<file path="src/rtl/fetch_sequencer_pkg.sv">
// Shared CPU definitions for the fetch sequencer.
// Contents:
//   - FSM state encodings (legacy 3-bit constants)
//   - opcode constants for the instructions that redirect control flow,
//     plus the other base opcodes that carry an immediate
//   - imm_fmt_e and imm_format(): map an opcode to its immediate layout
package fetch_sequencer_pkg;

    localparam logic [2:0] ST_IDLE   = 3'd0;
    localparam logic [2:0] ST_FETCH  = 3'd1;
    localparam logic [2:0] ST_DECODE = 3'd2;
    localparam logic [2:0] ST_EXEC   = 3'd3;
    localparam logic [2:0] ST_UPDATE = 3'd4;
    localparam logic [2:0] ST_FAULT  = 3'd5;

    localparam logic [6:0] OPC_JAL    = 7'b1101111;
    localparam logic [6:0] OPC_JALR   = 7'b1100111;
    localparam logic [6:0] OPC_BRANCH = 7'b1100011;
    localparam logic [6:0] OPC_LOAD   = 7'b0000011;
    localparam logic [6:0] OPC_OPIMM  = 7'b0010011;
    localparam logic [6:0] OPC_STORE  = 7'b0100011;
    localparam logic [6:0] OPC_LUI    = 7'b0110111;
    localparam logic [6:0] OPC_AUIPC  = 7'b0010111;

    typedef enum logic [2:0] {
        FMT_NONE,
        FMT_I,
        FMT_S,
        FMT_B,
        FMT_U,
        FMT_J
    } imm_fmt_e;

    function automatic imm_fmt_e imm_format(input logic [6:0] opcode);
        imm_fmt_e fmt;
        case (opcode)
            OPC_LOAD, OPC_OPIMM, OPC_JALR: fmt = FMT_I;
            OPC_STORE:                     fmt = FMT_S;
            OPC_BRANCH:                    fmt = FMT_B;
            OPC_LUI, OPC_AUIPC:            fmt = FMT_U;
            OPC_JAL:                       fmt = FMT_J;
            default:                       fmt = FMT_NONE;
        endcase
        return fmt;
    endfunction

endpackage

</file>
<file path="src/rtl/fetch_sequencer_if.sv">
// Instruction memory fetch bus.
//   imem_req   : sequencer -> memory, fetch request
//   imem_addr  : sequencer -> memory, fetch address
//   imem_ready : memory -> sequencer, imem_rdata valid this cycle
//   imem_rdata : memory -> sequencer, fetched instruction word
// master = sequencer side, slave = memory side.
interface fetch_sequencer_if;
    logic        imem_req;
    logic [31:0] imem_addr;
    logic        imem_ready;
    logic [31:0] imem_rdata;

    modport master (
        output imem_req,
        output imem_addr,
        input  imem_ready,
        input  imem_rdata
    );

    modport slave (
        input  imem_req,
        input  imem_addr,
        output imem_ready,
        output imem_rdata
    );
endinterface

</file>
<file path="src/rtl/fetch_sequencer_imm_generator.sv">
// Immediate generator: purely combinational decode of the instruction
// register into a sign-extended 32-bit immediate.
//   instr : instruction word
//   imm32 : decoded immediate (0 for opcodes without an immediate)
module imm_generator
    import fetch_sequencer_pkg::*;
(
    input  logic [31:0] instr,
    output logic [31:0] imm32
);

    always_comb begin
        imm32 = '0;
        case (imm_format(instr[6:0]))
            FMT_I: imm32 = {{20{instr[31]}}, instr[31:20]};
            FMT_S: imm32 = {{20{instr[31]}}, instr[31:25], instr[11:7]};
            FMT_B: imm32 = {{19{instr[31]}}, instr[31], instr[7],
                            instr[30:25], instr[11:8], 1'b0};
            FMT_U: imm32 = {instr[31:12], 12'b0};
            FMT_J: imm32 = {{11{instr[31]}}, instr[31], instr[19:12],
                            instr[20], instr[30:21], 1'b0};
            default: imm32 = '0;
        endcase
    end

endmodule

</file>
<file path="src/rtl/fetch_sequencer.sv">
// Fetch sequencer: multi-cycle control FSM that fetches an instruction,
// decodes its immediate, waits for the datapath, then computes the next pc.
// Ports:
//   clk, rst      : clock (rising edge), asynchronous active-high reset
//   imem          : fetch bus (master side), addr always equals pc
//   exec_done     : datapath finished the current instruction
//   branch_taken  : branch compare result, used only in UPDATE
//   rs1_data      : rs1 value, used only in UPDATE (jalr base)
//   pc, instr     : program counter and instruction register
//   imm32         : decoded immediate of instr
//   link_addr     : pc + 4
//   ir_valid      : instr/imm32 meaningful (DECODE, EXEC)
//   fault         : set in the terminal FAULT state
//   state         : FSM encoding, debug only
module fetch_sequencer
    import fetch_sequencer_pkg::*;
#(
    parameter logic [31:0] RESET_PC       = 32'h0000_0000,
    parameter int          TIMEOUT_CYCLES = 16
) (
    input  logic               clk,
    input  logic               rst,
    fetch_sequencer_if.master  imem,
    input  logic               exec_done,
    input  logic               branch_taken,
    input  logic [31:0]        rs1_data,
    output logic [31:0]        pc,
    output logic [31:0]        instr,
    output logic [31:0]        imm32,
    output logic [31:0]        link_addr,
    output logic               ir_valid,
    output logic               fault,
    output logic [2:0]         state
);

    // Counter value seen in the last allowed wait cycle.
    localparam logic [7:0] WAIT_LAST = 8'(TIMEOUT_CYCLES - 1);

    logic [7:0]         wait_cnt;
    logic [31:0]        next_pc;
    logic               misaligned;
    logic signed [31:0] jalr_off;
    logic [31:0]        jalr_sum;

    imm_generator u_imm (
        .instr (instr),
        .imm32 (imm32)
    );

    // jalr uses the raw I-field of instr, independent of the shared decoder.
    assign jalr_off = {{20{instr[31]}}, instr[31:20]};
    assign jalr_sum = rs1_data + $unsigned(jalr_off);

    always_comb begin
        next_pc = pc + 32'd4;
        case (instr[6:0])
            OPC_JAL:    next_pc = pc + imm32;
            OPC_JALR:   next_pc = {jalr_sum[31:1], 1'b0};
            OPC_BRANCH: next_pc = branch_taken ? (pc + imm32) : (pc + 32'd4);
            default:    next_pc = pc + 32'd4;
        endcase
    end

    assign misaligned = |next_pc[1:0];

    always_ff @(posedge clk or posedge rst) begin
        if (rst) begin
            state    <= ST_IDLE;
            pc       <= RESET_PC;
            instr    <= '0;
            wait_cnt <= '0;
        end else begin
            case (state)
                ST_IDLE: begin
                    wait_cnt <= '0;
                    state    <= ST_FETCH;
                end
                ST_FETCH: begin
                    // A response in the final wait cycle still wins over timeout.
                    if (imem.imem_ready) begin
                        instr <= imem.imem_rdata;
                        state <= ST_DECODE;
                    end else if (wait_cnt == WAIT_LAST) begin
                        state <= ST_FAULT;
                    end else begin
                        wait_cnt <= wait_cnt + 8'd1;
                    end
                end
                ST_DECODE: begin
                    state <= ST_EXEC;
                end
                ST_EXEC: begin
                    if (exec_done) begin
                        state <= ST_UPDATE;
                    end
                end
                ST_UPDATE: begin
                    // A misaligned target leaves pc on the offending instruction.
                    if (misaligned) begin
                        state <= ST_FAULT;
                    end else begin
                        pc       <= next_pc;
                        wait_cnt <= '0;
                        state    <= ST_FETCH;
                    end
                end
                ST_FAULT: begin
                    state <= ST_FAULT;
                end
                default: begin
                    state <= ST_FAULT;
                end
            endcase
        end
    end

    assign imem.imem_req  = (state == ST_FETCH);
    assign imem.imem_addr = pc;
    assign link_addr      = pc + 32'd4;
    assign ir_valid       = (state == ST_DECODE) || (state == ST_EXEC);
    assign fault          = (state == ST_FAULT);

endmodule

</file>
<file path="src/flat_wrapper.sv">
// flat-port wrapper written by rule: the top's interface ports become plain ports
module fetch_sequencer_flat import fetch_sequencer_pkg::*;
#(
    parameter logic [31:0] RESET_PC       = 32'h0000_0000,
    parameter int          TIMEOUT_CYCLES = 16
)
  (clk, rst, exec_done, branch_taken, rs1_data, pc, instr, imm32, link_addr, ir_valid, fault, state, imem_imem_req, imem_imem_addr, imem_imem_ready, imem_imem_rdata);
  fetch_sequencer_if imem_i ();
  input  logic clk;
  input  logic rst;
  input  logic exec_done;
  input  logic branch_taken;
  input  logic [31:0] rs1_data;
  output logic [31:0] pc;
  output logic [31:0] instr;
  output logic [31:0] imm32;
  output logic [31:0] link_addr;
  output logic ir_valid;
  output logic fault;
  output logic [2:0] state;
  output wire logic [$bits(imem_i.imem_req)-1:0] imem_imem_req;
  output wire logic [$bits(imem_i.imem_addr)-1:0] imem_imem_addr;
  input wire logic [$bits(imem_i.imem_ready)-1:0] imem_imem_ready;
  input wire logic [$bits(imem_i.imem_rdata)-1:0] imem_imem_rdata;
  assign imem_imem_req = imem_i.imem_req;
  assign imem_imem_addr = imem_i.imem_addr;
  assign imem_i.imem_ready = imem_imem_ready;
  assign imem_i.imem_rdata = imem_imem_rdata;
  fetch_sequencer #(.RESET_PC(RESET_PC), .TIMEOUT_CYCLES(TIMEOUT_CYCLES)) u_core (.clk(clk), .rst(rst), .imem(imem_i), .exec_done(exec_done), .branch_taken(branch_taken), .rs1_data(rs1_data), .pc(pc), .instr(instr), .imm32(imm32), .link_addr(link_addr), .ir_valid(ir_valid), .fault(fault), .state(state));
endmodule
</file>
<file path="config.mk">
export PLATFORM = sky130hd
export DESIGN_NAME = fetch_sequencer_flat
export DESIGN_NICKNAME = d
export VERILOG_FILES = /design/src/rtl/fetch_sequencer_pkg.sv /design/src/rtl/fetch_sequencer_if.sv /design/src/rtl/fetch_sequencer_imm_generator.sv /design/src/rtl/fetch_sequencer.sv /design/src/flat_wrapper.sv
export SDC_FILE = /design/constraint.sdc
export NUM_CORES = 1
export LEC_CHECK = 0
export CAP_MARGIN = 30
export CORE_ASPECT_RATIO = 1.25
export CORE_MARGIN = 2
export CORE_UTILIZATION = 53
export CTS_CLUSTER_DIAMETER = 150
export CTS_CLUSTER_SIZE = 40
export DETAILED_ROUTE_END_ITERATION = 12
export PLACE_DENSITY = 0.88
export SETUP_SLACK_MARGIN = 0.4
export SLEW_MARGIN = 10
export SYNTH_ARGS = -nofsm -noshare
export SYNTH_HDL_FRONTEND = slang
export SYNTH_SLANG_ARGS = --single-unit
</file>
<file path="constraint.sdc">
create_clock -name clk -period 6.5 [get_ports clk]
set_clock_uncertainty 0.1 [all_clocks]
set_input_delay 1.3 -clock clk [delete_from_list [all_inputs] [get_ports clk]]
set_output_delay 1.3 -clock clk [all_outputs]
set_load 0.005 [all_outputs]
</file>
== Word level (Yosys, flattened, before mapping) ==
Index checks and enable logic that the tools add are counted.
W data, S select, Z words.
Word-level totals
  bits of input ports: 69
  logic and storage cells: 56
  output and inout bits: 166
  register bits after elaboration: 75
Cells by class
  bitwise gates (word level): 1
  muxes and demuxes: 13
  reduce and logical (&&, ||, !) cells: 10
  eq/ne operators: 24
  add/sub/neg operators: 4
Operators by type and width (number)
  $pmux W32 S5: 1
  $pmux W32 S3: 1
  $add A32 B32 Y32: 2
  $add A32 B3 Y32 const B: 1
  $mux W32: 1
  $pmux W3 S5: 2
  $mux W8: 3
  $pmux W8 S3: 1
  $eq A7 B7 Y1 const B: 3
  $eq A7 B5 Y1 const B: 2
  $eq A7 B6 Y1 const B: 2
  $eq A3 B2 Y1 const B: 4
  $eq A3 B3 Y1 const B: 4
  $mux W3: 4
  $add A8 B1 Y8 const B: 1
  $eq A8 B4 Y1 const B: 1
  $ne A2 B2 Y1 const B: 4
  $eq A7 B2 Y1 const B: 1
  $eq A3 B1 Y1 const B: 2
  $reduce_and A2 Y1: 3
  $reduce_and A4 Y1: 1
  $reduce_or A2 Y1: 2
  $logic_not A3 Y1: 1
  $ne A3 B1 Y1 const B: 1
  other kinds (4): 4

== Longest topological paths before layout ==
  depth after elaboration: 11
  mapped depth: 19
  depth with buffers taken out: 17

== By module ==
From an unflattened synthesis, not the netlist that was laid out.
Second synthesis, totals
  cell total of the unflattened synthesis: 1022
  area total of the unflattened synthesis: 8281.7 µm²
By module, submodules not included
  fetch_sequencer: seq. area each 1876.8 µm², instances 1, area each 7674.9 µm², cells an instance 931
  imm_generator: seq. area each 0.0 µm², instances 1, area each 606.8 µm², cells an instance 91

== Worst setup path before layout ==
Ideal clock, no wire load.
  path type: register -> register
  start point: register u_core.instr[2]
  end point: register u_core.pc[29], in the netlist u_core.imem.imem_addr[29]
  stages on the path, launching flop included: 20
  period minus slack after synthesis: 4.027 ns
  setup time: 0.129 ns
  required time: 6.271 ns
  arrival: 3.799 ns
  buffers on the path: 3
  path slack: 2.473 ns
  cells stage by stage: dfrtp_1 > buf_2 > nor4_1 > a21oi_1 > nor2_1 > or2_0 > clkbuf_1 > nor3b_1 > a31o_2 > ha_1 > clkbuf_1 > a211o_1 > a21oi_2 > o21ai_1 > a21o_1 > a221oi_2 > o21ai_1 > a31oi_1 > mux2i_1 > a21oi_1
Between the ends
  elaborated cells between the ends (all ways): 23
  those cells by class: 1 x add/sub; 13 x eq/ne; 4 x mux; 1 x bitwise; 4 x reduce/logical
RTL lines
  from (decl): RTL line fetch_sequencer.sv:28  | output logic [31:0] instr,
  from (signal assigned): RTL line fetch_sequencer.sv:81  | instr <= imem.imem_rdata;
  $eq A7 B2 Y1, or another cell as far along: RTL line fetch_sequencer_pkg.sv:36  | case (opcode)
  $reduce_or A3 Y1 / $reduce_or A2 Y1 (equally long branches): RTL line fetch_sequencer_pkg.sv:36
  $pmux W3 S5 (*): RTL line fetch_sequencer_pkg.sv:36
  $eq A3 B3 Y1, or another cell as far along: RTL line fetch_sequencer_imm_generator.sv:14  | case (imm_format(instr[6:0]))
  $pmux W32 S5 (*): RTL line fetch_sequencer_imm_generator.sv:14
  via imm32[20]: RTL line flat_wrapper.sv:16  | output logic [31:0] imm32;
  $add A32 B32 Y32 (*): RTL line fetch_sequencer.sv:57, fetch_sequencer.sv:59
  $mux W32: RTL line fetch_sequencer.sv:59  | OPC_BRANCH: next_pc = branch_taken ? (pc + imm32) : (pc + 32'd4);
  $pmux W32 S3 (*): RTL line fetch_sequencer.sv:56  | case (instr[6:0])
  to (signal assigned): RTL line fetch_sequencer.sv:102  | pc <= next_pc;
  to (decl): RTL line fetch_sequencer.sv:27  | output logic [31:0] pc,
Mark *: on every way through the listed nets, which the timed path passes. The rest lies on a longest branch.
A chain may end at the register's enable or synchronous reset.

== Worst setup path in the final report ==
  start point: register u_core.instr[2]
  end point: register u_core.pc[29], in the netlist u_core.imem.imem_addr[29]
Between the ends
  cells in the longest elaborated chain, start to end: 11
  elaborated cells between the ends (all ways): 23
  those cells by class: 1 x add/sub; 13 x eq/ne; 4 x mux; 1 x bitwise; 4 x reduce/logical
Ends and longest elaborated chain
  $eq A7 B2 Y1, or another cell as far along: RTL line fetch_sequencer_pkg.sv:36
  $reduce_or A3 Y1 / $reduce_or A2 Y1 (equally long branches): RTL line fetch_sequencer_pkg.sv:36
  $pmux W3 S5: RTL line fetch_sequencer_pkg.sv:36
  $eq A3 B3 Y1, or another cell as far along: RTL line fetch_sequencer_imm_generator.sv:14
  $pmux W32 S5: RTL line fetch_sequencer_imm_generator.sv:14
  $add A32 B32 Y32: RTL line fetch_sequencer.sv:57, fetch_sequencer.sv:59
  $mux W32: RTL line fetch_sequencer.sv:59
  $pmux W32 S3 (*): RTL line fetch_sequencer.sv:56
  $reduce_or A2 Y1: RTL line fetch_sequencer.sv:64  | assign misaligned = |next_pc[1:0];
  $not A1 Y1 (no line)
  $reduce_and A2 Y1 (no line)
Every way passes the cells marked *; elsewhere a longest branch is shown, timed or not.

==> results.md <==
* Status: complete, no violations
* Maximum number of pins on one net before global-route repair at 53
* Worst EP arrival at 5.21 ns
* Drt pass-1 iters at 5
* # nets final at ~1300
* Clock root buffer: clkbuf_16
* Crit path largest cell delay at approximately 0.58 ns
* Synth unique cells at 80
* Initial Util at 53.7%
* Drt wl/cell at slightly above 20 um
* Post-CTS Hold Buffers at 0
* Die X at around 110 um
* Worst path buffer plus inverter count at 1
* Synth Register Bits at 75
* Syn Inst Count at around 950
* Remaining design rule violation count at 0
* Crit path required time at between 6 and 7 ns
* CTS buffer count at 9
* CTS sink cnt at 75
* Die area at 16100 um2
* Via count at roughly 8600
* R2r setup slk at between 1 and 1.5 ns
* Synth Warn # at 0
* Setup crit start kind: flip-flop
* Initial antenna violation count at 0
* CTS tree: built
* WHS at 0.398 ns
* Hold Crit Start: u_core.wait_cnt[7]
* Slew Limit Fails at 0
* Asr flop ratio synth at 100%
* Clk Latency, worst-skew pair at roughly 0.36 ns
* Hold crit path type: reg -> reg
* Final setup fails at 0
* Chip height at approximately 140 um
* IO buf count at 234
* I/O pin count at between 200 and 250
* Crit path cell chain: nor4_1 -> a21oi_1 -> nor2_1 -> or2_0 -> nor3b_1 -> buf_4 -> a31o_2 -> ha_1 -> a211o_1 -> a21oi_2 -> o21ai_1 -> a21o_1 -> a221oi_2 -> o21ai_1 -> a31oi_1 -> mux2i_1 -> a21oi_1
* Setup WS post-layout at around 1.4 ns
* Antenna Nets Post-Route at 0
* Post-Syn Area per Cell at 8.39 um2
* Clock transition at path regs at 0.08 ns
* CP Capture Type: flip-flop
* Power Density at 401 nW/um2
* Syn-to-layout area delta at 32.5%
* Worst hold stages at 1
* Drt total wl at 27.4 mm
* Global Route Usage Sum at between 30 and 40%
* Remaining Overflow, GRT at 0
* Post-synth top flop: dfrtp_1
* Worst Tran Pin Value at 0.998 ns
* Vias in the first global route at between 7000 and 8000
* Final Util at 71.2%
* Max stage delay cell, worst path: nor3b_1
* Crit Path Category: reg -> reg
* DR iter-0 viols at 943
* Max rail drop VDD at approximately 180 uV
* Fin crit period at 5.09 ns
* Post-synth EDFFs at 0
* RSZ-0062 raised after global routing: false
* First-pass GRT wire length at around 42 mm
* Slew HR at 33.4%
* Top delay family on crit path: compound AO/OA/AOI/OAI gates
* Row cnt at 50
* Worst slack, placed at roughly 1.6 ns
* Seq/Total Area, Yosys at 23.5%
* Tot Pwr at around 4300 uW
* Hold Vio Cnt, Final at 0
* Post-CTS setup buffer count at 0
* Maxcap violations at 0
* R2R depth at 17
* Hold Path End: u_core.wait_cnt[7]
* Peak Freq at just under 200 MHz
* Tcrit/Tclk final at roughly four fifths
* CTS H-tree depth at 3
* Leakage at between 0.004 and 0.005 uW
* Cell Area, Synth at 8000 um2
* Worst r2r src: u_core.instr[2]
* CTS resizes at 0
* Clk buf depth at 2
* Sum Neg Setup Slack at 0 ns
* Via-per-instance ratio at 6.43
* Mapped Nets at between 1000 and 1500
* CP Launch Point: u_core.instr[2]
* Layout cell share with drive strength beyond 1 at under 10%
* Gp weighted congestion at between 0.9 and 1
* Core region area at 14900 um2
* Critical path fanouts, max at 13
* HPWL Detailed at slightly above 20 mm
* Reg-to-reg endpoint: u_core.imem.imem_addr[29]
* Number of antenna diodes at 0
[report_power, final]
part,switching [uW],total (uW),internal (uW)
logic,1400,2770,1370
clock network,249,523,274
registers,324,956,632
total,1980,4250,2270
[cells by family after synthesis]
| kind of cell | Yosys count | share of synthesized area, % |
|---|---|---|
| compound gates | 324 | 28.8 |
| xor+xnor | 77 | 8.52 |
| fa+ha+maj | 65 | 10.4 |
| buf+inv | 89 | 6.16 |
| flops | 75 | 23.5 |
| mux | 32 | 4.46 |
| simple gates | 292 | 18.2 |
[through the flow]
step           cells  instance area, um2
5_1_grt         1332               10600
3_5_place_dp    1314               10200
2_1_floorplan    954                8000
6_report        1332               10600
3_3_place_gp    1314               10200
4_1_cts         1330               10600
[flip-flops by register name, indices dropped and copies added, names as in the netlist]
signal / cells
u_core.imem.imem_addr: 32
u_core.instr: 32
u_core.state: 3
u_core.wait_cnt: 8
[synth_stat cells (all sizes together), types with 6 or more instances]
library cell / n / area share [%]
nand2: 91 / 4.3
a31oi: 10 / 0.78
o22ai: 7 / 0.55
a222oi: 10 / 1.3
o31ai: 10 / 1.2
o21bai: 6 / 0.61
xor2: 35 / 3.8
inv: 25 / 1.2
o211ai: 9 / 0.84
a221oi: 12 / 1.5
nor2b: 7 / 0.55
a21oi: 64 / 4.1
nand3: 29 / 2.2
and2: 16 / 1.3
nor3: 14 / 1.0
mux2: 29 / 4.1
buf: 44 / 4.0
and3: 17 / 1.3
o21a: 15 / 1.4
xnor2: 42 / 4.7
ha: 63 / 9.9
a21o: 39 / 3.7
a211oi: 20 / 2.3
o21ai: 80 / 5.1
nand4: 16 / 1.3
nand2b: 7 / 0.55
clkbuf: 20 / 0.94
a2111oi: 8 / 1.5
dfrtp: 75 / 23
nor2: 76 / 3.6
[how the worst max path moves through the flow]
stage                                      endpoint  slack (ns)  cells past startpoint
after floorplan           u_core.imem.imem_addr[29]        2.47                     19
after global placement    u_core.imem.imem_addr[29]        1.82                     17
after global routing      u_core.imem.imem_addr[29]        0.93                     17
after detailed placement  u_core.imem.imem_addr[31]        1.56                     17
after CTS                 u_core.imem.imem_addr[29]        1.45                     17
final                     u_core.imem.imem_addr[29]        1.41                     17
[layout make-up]
class	count	area [um2]
multi-input cells	790	5640
fillers	1139	4280
repair buffers	244	2460
flip-flops and latches	75	1880
well taps	182	228
clock buffers	9	225
inverters	25	93.8
clock inverters	7	80.1
[worst register-to-register path, cell delays in order (launching register included)]
cell      delay, ns
dfrtp_1        0.51
nor4_1         0.32
a21oi_1        0.09
nor2_1         0.32
or2_0          0.43
nor3b_1        0.58
buf_4          0.25
a31o_2         0.12
ha_1           0.31
a211o_1        0.34
a21oi_2        0.17
o21ai_1        0.09
a21o_1         0.18
a221oi_2       0.29
o21ai_1        0.24
a31oi_1        0.29
mux2i_1        0.25
a21oi_1        0.09
[layer usage]
metal / wire (um) / GRT usage [%] / up-vias
met4: 1010 / 12.8 / 0
met1: 10900 / 40.5 / 4063
li1: - / - / 3920
met2: 13300 / 57.0 / 507
met5: 0 / 0 / -
met3: 2210 / 5.34 / 79
[layout by cell type (no fill, tap or decap), types with 35 or more instances in the layout]
master	synthesis	final
nand2_1	91	91
a21oi_1	61	61
a21o_1	39	39
ha_1	63	63
clkdlybuf4s50_1	0	234
o21ai_0	69	69
xnor2_1	41	41
nor2_1	75	74
xor2_1	35	35
dfrtp_1	75	75
Power figures use the tool's default switching activity.
